--- src/rtl/prescaled_counter.sv ---
// Modulo-(limit+1) up/down/bounce counter stepped by an internal clock-enable prescaler.
// Optional registered Gray-code output enabled by defining COUNTER_GRAY_OUT_EN.
module prescaled_counter #(
    parameter int unsigned WIDTH    = 4,
    parameter int unsigned PRESCALE = 50_000_000
) (
    input  logic             clk_i,
    input  logic             rst_ni,
    input  logic             en_i,
    input  logic [1:0]       mode_i,
    input  logic             load_i,
    input  logic [WIDTH-1:0] load_val_i,
    input  logic [WIDTH-1:0] limit_i,
    output logic [WIDTH-1:0] q_o,
`ifdef COUNTER_GRAY_OUT_EN
    output logic [WIDTH-1:0] q_gray_o,
`endif
    output logic             tick_o,
    output logic             tc_o,
    output logic             dir_o
);

    localparam int unsigned PS_W = $clog2(PRESCALE + 1);
    localparam logic [PS_W-1:0] PsLast = PS_W'(PRESCALE - 1);

    typedef enum logic [1:0] {
        ModeUp     = 2'b00,
        ModeDown   = 2'b01,
        ModeBounce = 2'b10,
        ModeHold   = 2'b11
    } mode_e;

    mode_e           mode;
    logic [PS_W-1:0] ps_q, ps_d;
    logic [WIDTH-1:0] q_q, q_d;
    logic            tick_q, tick_d;
    logic            tc_q, tc_d;
    logic            dir_q, dir_d;

    assign mode = mode_e'(mode_i);

    always_comb begin
        ps_d   = ps_q;
        q_d    = q_q;
        dir_d  = dir_q;
        tick_d = 1'b0;
        tc_d   = 1'b0;
        if (load_i) begin
            q_d  = (load_val_i > limit_i) ? limit_i : load_val_i;
            ps_d = '0;
        end else if (en_i) begin
            if (ps_q == PsLast) begin
                ps_d   = '0;
                tick_d = 1'b1;
                case (mode)
                    ModeUp: begin
                        dir_d = 1'b0;
                        if (q_q > limit_i) begin
                            q_d = '0;
                        end else if (q_q == limit_i) begin
                            q_d  = '0;
                            tc_d = 1'b1;
                        end else begin
                            q_d = q_q + WIDTH'(1);
                        end
                    end
                    ModeDown: begin
                        dir_d = 1'b1;
                        if (q_q > limit_i) begin
                            q_d = limit_i;
                        end else if (q_q == '0) begin
                            q_d  = limit_i;
                            tc_d = 1'b1;
                        end else begin
                            q_d = q_q - WIDTH'(1);
                        end
                    end
                    ModeBounce: begin
                        // limit==0 pins q at 0; the usual limit-1 / 1 turnarounds would escape it.
                        if (q_q > limit_i) begin
                            q_d   = '0;
                            dir_d = 1'b0;
                        end else if (limit_i == '0) begin
                            q_d   = '0;
                            tc_d  = 1'b1;
                            dir_d = ~dir_q;
                        end else if (!dir_q) begin
                            if (q_q == limit_i) begin
                                q_d   = limit_i - WIDTH'(1);
                                dir_d = 1'b1;
                                tc_d  = 1'b1;
                            end else begin
                                q_d = q_q + WIDTH'(1);
                            end
                        end else begin
                            if (q_q == '0) begin
                                q_d   = WIDTH'(1);
                                dir_d = 1'b0;
                                tc_d  = 1'b1;
                            end else begin
                                q_d = q_q - WIDTH'(1);
                            end
                        end
                    end
                    default: ;
                endcase
            end else begin
                ps_d = ps_q + PS_W'(1);
            end
        end
    end

    always_ff @(posedge clk_i or negedge rst_ni) begin
        if (!rst_ni) begin
            ps_q   <= '0;
            q_q    <= '0;
            tick_q <= 1'b0;
            tc_q   <= 1'b0;
            dir_q  <= 1'b0;
        end else begin
            ps_q   <= ps_d;
            q_q    <= q_d;
            tick_q <= tick_d;
            tc_q   <= tc_d;
            dir_q  <= dir_d;
        end
    end

`ifdef COUNTER_GRAY_OUT_EN
    logic [WIDTH-1:0] gray_q;

    always_ff @(posedge clk_i or negedge rst_ni) begin
        if (!rst_ni) begin
            gray_q <= '0;
        end else begin
            gray_q <= q_d ^ (q_d >> 1);
        end
    end

    assign q_gray_o = gray_q;
`endif

    assign q_o    = q_q;
    assign tick_o = tick_q;
    assign tc_o   = tc_q;
    assign dir_o  = dir_q;

endmodule

--- config.mk ---
export PLATFORM = sky130hd
export DESIGN_NAME = prescaled_counter
export DESIGN_NICKNAME = d
export VERILOG_FILES = /design/src/rtl/prescaled_counter.sv
export SDC_FILE = /design/constraint.sdc
export NUM_CORES = 1
export LEC_CHECK = 0
export CORE_UTILIZATION = 40
export DETAILED_ROUTE_END_ITERATION = 7
export PLACE_DENSITY = 0.58
export SETUP_SLACK_MARGIN = 0.5
export SYNTH_ARGS = -nofsm -noshare
export SYNTH_HDL_FRONTEND = slang
export SYNTH_SLANG_ARGS = --single-unit
--- constraint.sdc ---
create_clock -name clk_i -period 2.78 [get_ports clk_i]
set_input_delay 0.278 -clock clk_i [delete_from_list [all_inputs] [get_ports clk_i]]
set_output_delay 0.278 -clock clk_i [all_outputs]
set_load 0.005 [all_outputs]
# Word level (Yosys, flattened, before mapping)
# Index checks and enable logic that the tools add are counted.
dict set report totals {
  register_bits 33
  input_bits 14
  output_inout_bits 7
  wordCells 62
}
dict set report op_classes {
  add_sub_neg 4
  magnitude_cmp 2
  n_eq_ne 4
  mux 36
  bitwise_logic 2
  n_reduce_logical 9
}
# cell count
set ops {}
lappend ops {{$mux 26} 3}
lappend ops {{$mux 4} 13}
lappend ops {{$add 26x1->26 const B} 1}
lappend ops {{$eq 26x26->1 const B} 1}
lappend ops {{$mux 1} 17}
lappend ops {{$pmux 4 s3} 1}
lappend ops {{$gt 4x4->1} 2}
lappend ops {{$logic_not 4->1} 2}
lappend ops {{$sub 4x1->4 const B} 2}
lappend ops {{$pmux 1 s3} 2}
lappend ops {{$add 4x1->4 const B} 1}
lappend ops {{$eq 4x4->1} 1}
lappend ops {{$reduce_and 4->1} 1}
lappend ops {{$reduce_bool 2->1} 2}
lappend ops {{$reduce_bool 4->1} 1}
lappend ops {{$reduce_and 3->1} 1}
lappend ops {{$reduce_bool 3->1} 1}
lappend ops {{$eq 2x1->1 const B} 1}
lappend ops {{$eq 2x2->1 const B} 1}
lappend ops {{$logic_not 2->1} 1}
lappend ops {{$not 1->1} 2}

# Longest topological paths before layout
dict set report logic_depth {
  ltp_word 9
  ltp_mapped 10
  mapped_depth_nobuf 8
}

# Least setup slack after synthesis
# OpenSTA, ideal clock, no wires.
dict set report synth_path {
  kind {register -> register}
  start {register q_q[0] (netlist: q_o[0])}
  end {register q_q[0] (netlist: q_o[0])}
  setup_ns 0.126
  t_arrival_ns 2.132
  required_ns 2.654
  slack_ns 0.522
  path_stages_with_launch 10
  n_path_buf 2
  period_less_slack_ns 2.258
  cell_sequence {dfrtp_1 > clkbuf_1 > inv_1 > ha_1 > and4_1 > buf_2 > o221ai_2 > mux2i_1 > a221o_1 > o311a_1}
}
dict set report synth_between {
  elab_chain_len 9
  word_cells_on_any_way 18
  classes_between {add/sub: 2; order compare: 1; eq/ne: 1; mux: 13; reduce/logical: 1}
}
# item line_no
set synth_rtl {}
lappend synth_rtl {{start, declared} 35} ;# logic [WIDTH-1:0] q_q, q_d;
lappend synth_rtl {{start signal, assigned} 122} ;# q_q <= q_d;
lappend synth_rtl {{$add 4x1->4 (tied with other cells)} {64, 93}}
lappend synth_rtl {{$mux 4 (on tied branches)} {88, 96}}
lappend synth_rtl {{$mux 4} 87} ;# end else if (!dir_q) begin
lappend synth_rtl {{$mux 4} 83} ;# end else if (limit_i == '0) begin
lappend synth_rtl {{$mux 4} 80} ;# if (q_q > limit_i) begin
lappend synth_rtl {{$pmux 4 s3 (*)} 55} ;# case (mode)
lappend synth_rtl {{$mux 4 (*)} 52} ;# if (ps_q == PsLast) begin
lappend synth_rtl {{$mux 4 (*)} 51} ;# end else if (en_i) begin
lappend synth_rtl {{$mux 4 (*)} 48} ;# if (load_i) begin
# Mark *: on every way between the ends. The rest lies on a longest branch, timed or not. The select of a mux whose other input is x is not followed.
# A chain may end at the register's enable or synchronous reset.

# Final worst setup path
dict set report layout_path {
  start {input limit_i[3]}
  end {register q_q[0] (netlist: q_o[0])}
}
dict set report layout_between {
  elab_chain_len 9
  word_cells_on_any_way 16
  classes_between {order compare: 2; eq/ne: 1; mux: 12; reduce/logical: 1}
}
# item line_no
set layout_rtl {}
lappend layout_rtl {{start, declared} 13} ;# input logic [WIDTH-1:0] limit_i,
lappend layout_rtl {{$eq 4x4->1} {60, 88}}
lappend layout_rtl {{$mux 4} 88} ;# if (q_q == limit_i) begin
lappend layout_rtl {{$mux 4} 87}
lappend layout_rtl {{$mux 4} 83}
lappend layout_rtl {{$mux 4} 80}
lappend layout_rtl {{$pmux 4 s3} 55}
lappend layout_rtl {{$mux 4} 52}
lappend layout_rtl {{$mux 4} 51}
lappend layout_rtl {{$mux 4 (*)} 48}
# Marked as above.

==> results by group <==
Floorplanning
  • Row count: 28
  • I/O pin total: 21
  • Die Width: approximately 82 um
  • Initial Util: roughly 42%
  • Die Area: a little under 7000 sq um
  • Core Box Area: just over 6000 sq um
  • Die height: a little over 80 um

Synth
  • EDFF count, synth: 0
  • Largest cells by area after synthesis: dfrtp_1 (32%), ha_1 (8.8%), xor2_1 (6.2%)
  • Cell count after synthesis: 288
  • Seq cells post-synth: 33
  • Syn_nets: between 300 and 400
  • Post-synth top area cell: dfrtp_1
  • Mapped Area: 2560 sq um
  • Post-synth cell types: 57
  • Yosys warns: 0
  • Share of the synthesized area in the top cell type: around 32%
  • Post-synth ARST share: 100%
  • Top post-synthesis cells by count: nor2_1 (36), dfrtp_1 (33), nand2_1 (24)
  • Sequential area share after synthesis: 32.2%
  • Top-count cell post-synth: nor2_1
  • Top FF cell, synth: dfrtp_1
  • Syn avg cell area: a little under 9 sq um

CTS
  • H-tree level count: 2
  • CTS max path bufs: 2
  • CTS Root Cell: clkbuf_8
  • CTS tree: done
  • CTS sink cnt: 33
  • Skew-Pair Late Insertion Delay: slightly below 0.3 ns
  • Reg clk slew, reported paths: about 0.07 ns
  • Number of hold buffers added after cts: 0
  • Total CTS buffers: 5

Power and ir drop
  • Power share of the sequential group: between 30% and 40%
  • Internal power: between 0.8 and 0.9 mW
  • Combinational share of power: 32.6%
  • PwrDens: ~420 nW/um^2
  • Clk pwr share: between 20% and 30%
  • Switching portion of total power: between 30% and 40%
  • Net Sw Power: roughly 0.42 mW
  • Max rail drop VDD: approximately 0.27 mV
  • Leak: approximately 1.3 nW

Global routing
  • Overflow after GRT: 0
  • First-pass GRT wire length: 9800 um
  • Initial antenna violation count: 0
  • Vias in the first global route: 2,017
  • Total GRT Usage: between 10% and 20%
  • Largest net degree at the start of global routing: 34

Worst setup path
  • Setup crit start: limit_i[3]
  • Crit path arrival time: around 2.4 ns
  • Register-to-Register Path Depth: 9
  • Critical Path Source Type: input pin
  • CP Data Required Time: just under 3 ns
  • Crit path kind: in2reg
  • CP Capture Type: register
  • End point of the critical path: q_o[0]
  • Reg-to-reg endpoint: q_o[3]
  • Max FO, Critical Path: 8
  • Worst R2R Setup Slack: about 0.64 ns
  • R2r startpoint: q_o[1]

Cells and area
  • Nets: between 300 and 400
  • Fillers: roughly 590
  • N_diodes: 0
  • Synthesis-to-layout area growth: 18.8%
  • Layout cells sized above 1: 16.5%
  • Final core occ: around half

Flow run
  • Max Cap Viol: 0

STA
  • Relative slew slack: between 70% and 80%
  • Worst Tran Pin Value: ~0.42 ns
  • Setup TNS: 0 ns
  • Worst Skew: between 0.004 and 0.005 ns
  • Final Max Tran Viols: 0
  • Fmax: between 400 and 500 MHz
  • Setup violators final: 0
  • Final hold violation count: 0
  • RSZ-0062 raised after global routing: no
  • Final Cycle Share: roughly 79%
  • Min Tclk post-route: 2.19 ns

Min path
  • Worst Hold Class: in2async

Placement
  • Routability cong.: about 0.87
  • Detail Placement HPWL: 4470 um
  • IO Port Bufs: 20

Routing
  • Post-route ant nets: 0
  • Drt first-iter violations: 115
  • Drt wl/cell: about 15 um
  • Pre-Repair DR Iteration Count: 6
  • Post-route DRC: 0
  • Via Count: 2,227
  • Drt via density: 5.62
  • Routed WL: roughly 6100 um

Outcome
  • Status: finished clean
[sequential cells by signal, indices dropped and copies added, names as in the netlist]
| name | flops |
|---|---|
| ps_q | 26 |
| q_o | 4 |
| dir_o | 1 |
| tc_o | 1 |
| tick_o | 1 |
[per-stage QoR]
step	area [sq um]	power [mW]	hold slack [ns]	std cells	setup WS, ns
2_1_floorplan	2560	0.758	-0.0176	288	0.522
3_3_place_gp	2850	0.875	0.511	381	0.128
3_5_place_dp	2850	0.877	0.506	381	0.0780
6_report	3040	1.29	0.401	396	0.585
5_1_grt	3040	1.35	0.459	396	0.475
4_1_cts	2950	1.25	0.419	391	0.502
[per-layer routing]
metal	track usage, %	wire (um)	vias to the layer above
li1	-	-	1093
met1	29.4	3200	1080
met2	27.7	2650	48
met3	3.22	201	6
met4	5.26	57	0
met5	0	0	-
[area by class of cell]
cell class	count	area, sq um	area share, %
Multi-Input combinational cell	228	1640	54.0
Tap cell	75	93.8	3.08
Sequential cell	33	828	27.2
Clock buffer	5	68.8	2.26
Inverter	14	52.6	1.73
Timing Repair Buffer	38	338	11.1
Clock inverter	3	17.5	0.576
[timing repair]
item,4_1_cts,5_1_grt
setup buffers,2,5
resized for setup,1,13
pin swaps,1,0
endpoints found under the setup margin,4,22
cloned,0,0
[cells in the final DEF, fill, tap and decap left out, drive strengths merged, types with 3 or more instances in the layout]
cell type      Yosys  routed
a211oi             4       4
a21oi             11      11
a31oi              6       6
and2               3       3
and3               5       5
and4               7       7
buf                7      18
clkbuf             6       5
clkdlybuf4s50      0      19
dfrtp             33      33
ha                18      18
inv               14      14
mux2i              7       7
nand2             24      24
nand2b             4       4
nand3              9       9
nand4             16      16
nor2              36      36
nor3               8       8
o21ai             10      10
o221ai             3       3
o31ai              3       3
or3                3       3
xnor2              8       8
xor2              18      18
[critical path: stages]
cell             delay, ns
clkdlybuf4s50_1       0.52
inv_1                 0.07
ha_1                  0.36
and4_4                0.32
nor2_1                0.09
a311oi_2              0.28
a31oi_1               0.06
a221o_1               0.27
o311a_1               0.11
[how the worst min path moves through the flow]
| stage | endpoint | slack (ns) | from | cells past startpoint |
|---|---|---|---|---|
| 2_1_floorplan | dir_o | -0.02 | rst_ni | 0 |
| 5_1_grt | ps_q[12] | 0.46 | rst_ni | 2 |
| 4_1_cts | ps_q[12] | 0.42 | rst_ni | 2 |
| 3_3_place_gp | ps_q[23] | 0.51 | ps_q[23] | 1 |
| 6_report | ps_q[16] | 0.40 | rst_ni | 2 |
| 3_5_place_dp | ps_q[23] | 0.51 | ps_q[23] | 1 |
[power groups by stage]
stage,clock network [mW],registers [mW],logic (mW)
2_1_floorplan,0,0.513,0.245
6_report,0.357,0.508,0.419
3_5_place_dp,0,0.523,0.354
5_1_grt,0.385,0.511,0.459
4_1_cts,0.370,0.514,0.362
3_3_place_gp,0,0.522,0.353
[kinds of logic (layout without fill, tap and decap cells)]
logic type	Yosys count	count (layout)	synth area share (%)
simple gates	123	123	26.1
fa+ha+maj	18	18	8.79
buf+inv	27	60	5.66
xor+xnor	26	26	8.89
compound gates	54	54	15.6
mux	7	7	2.73
flops	33	33	32.2
Note: power is estimated with default switching activity, not from simulation.
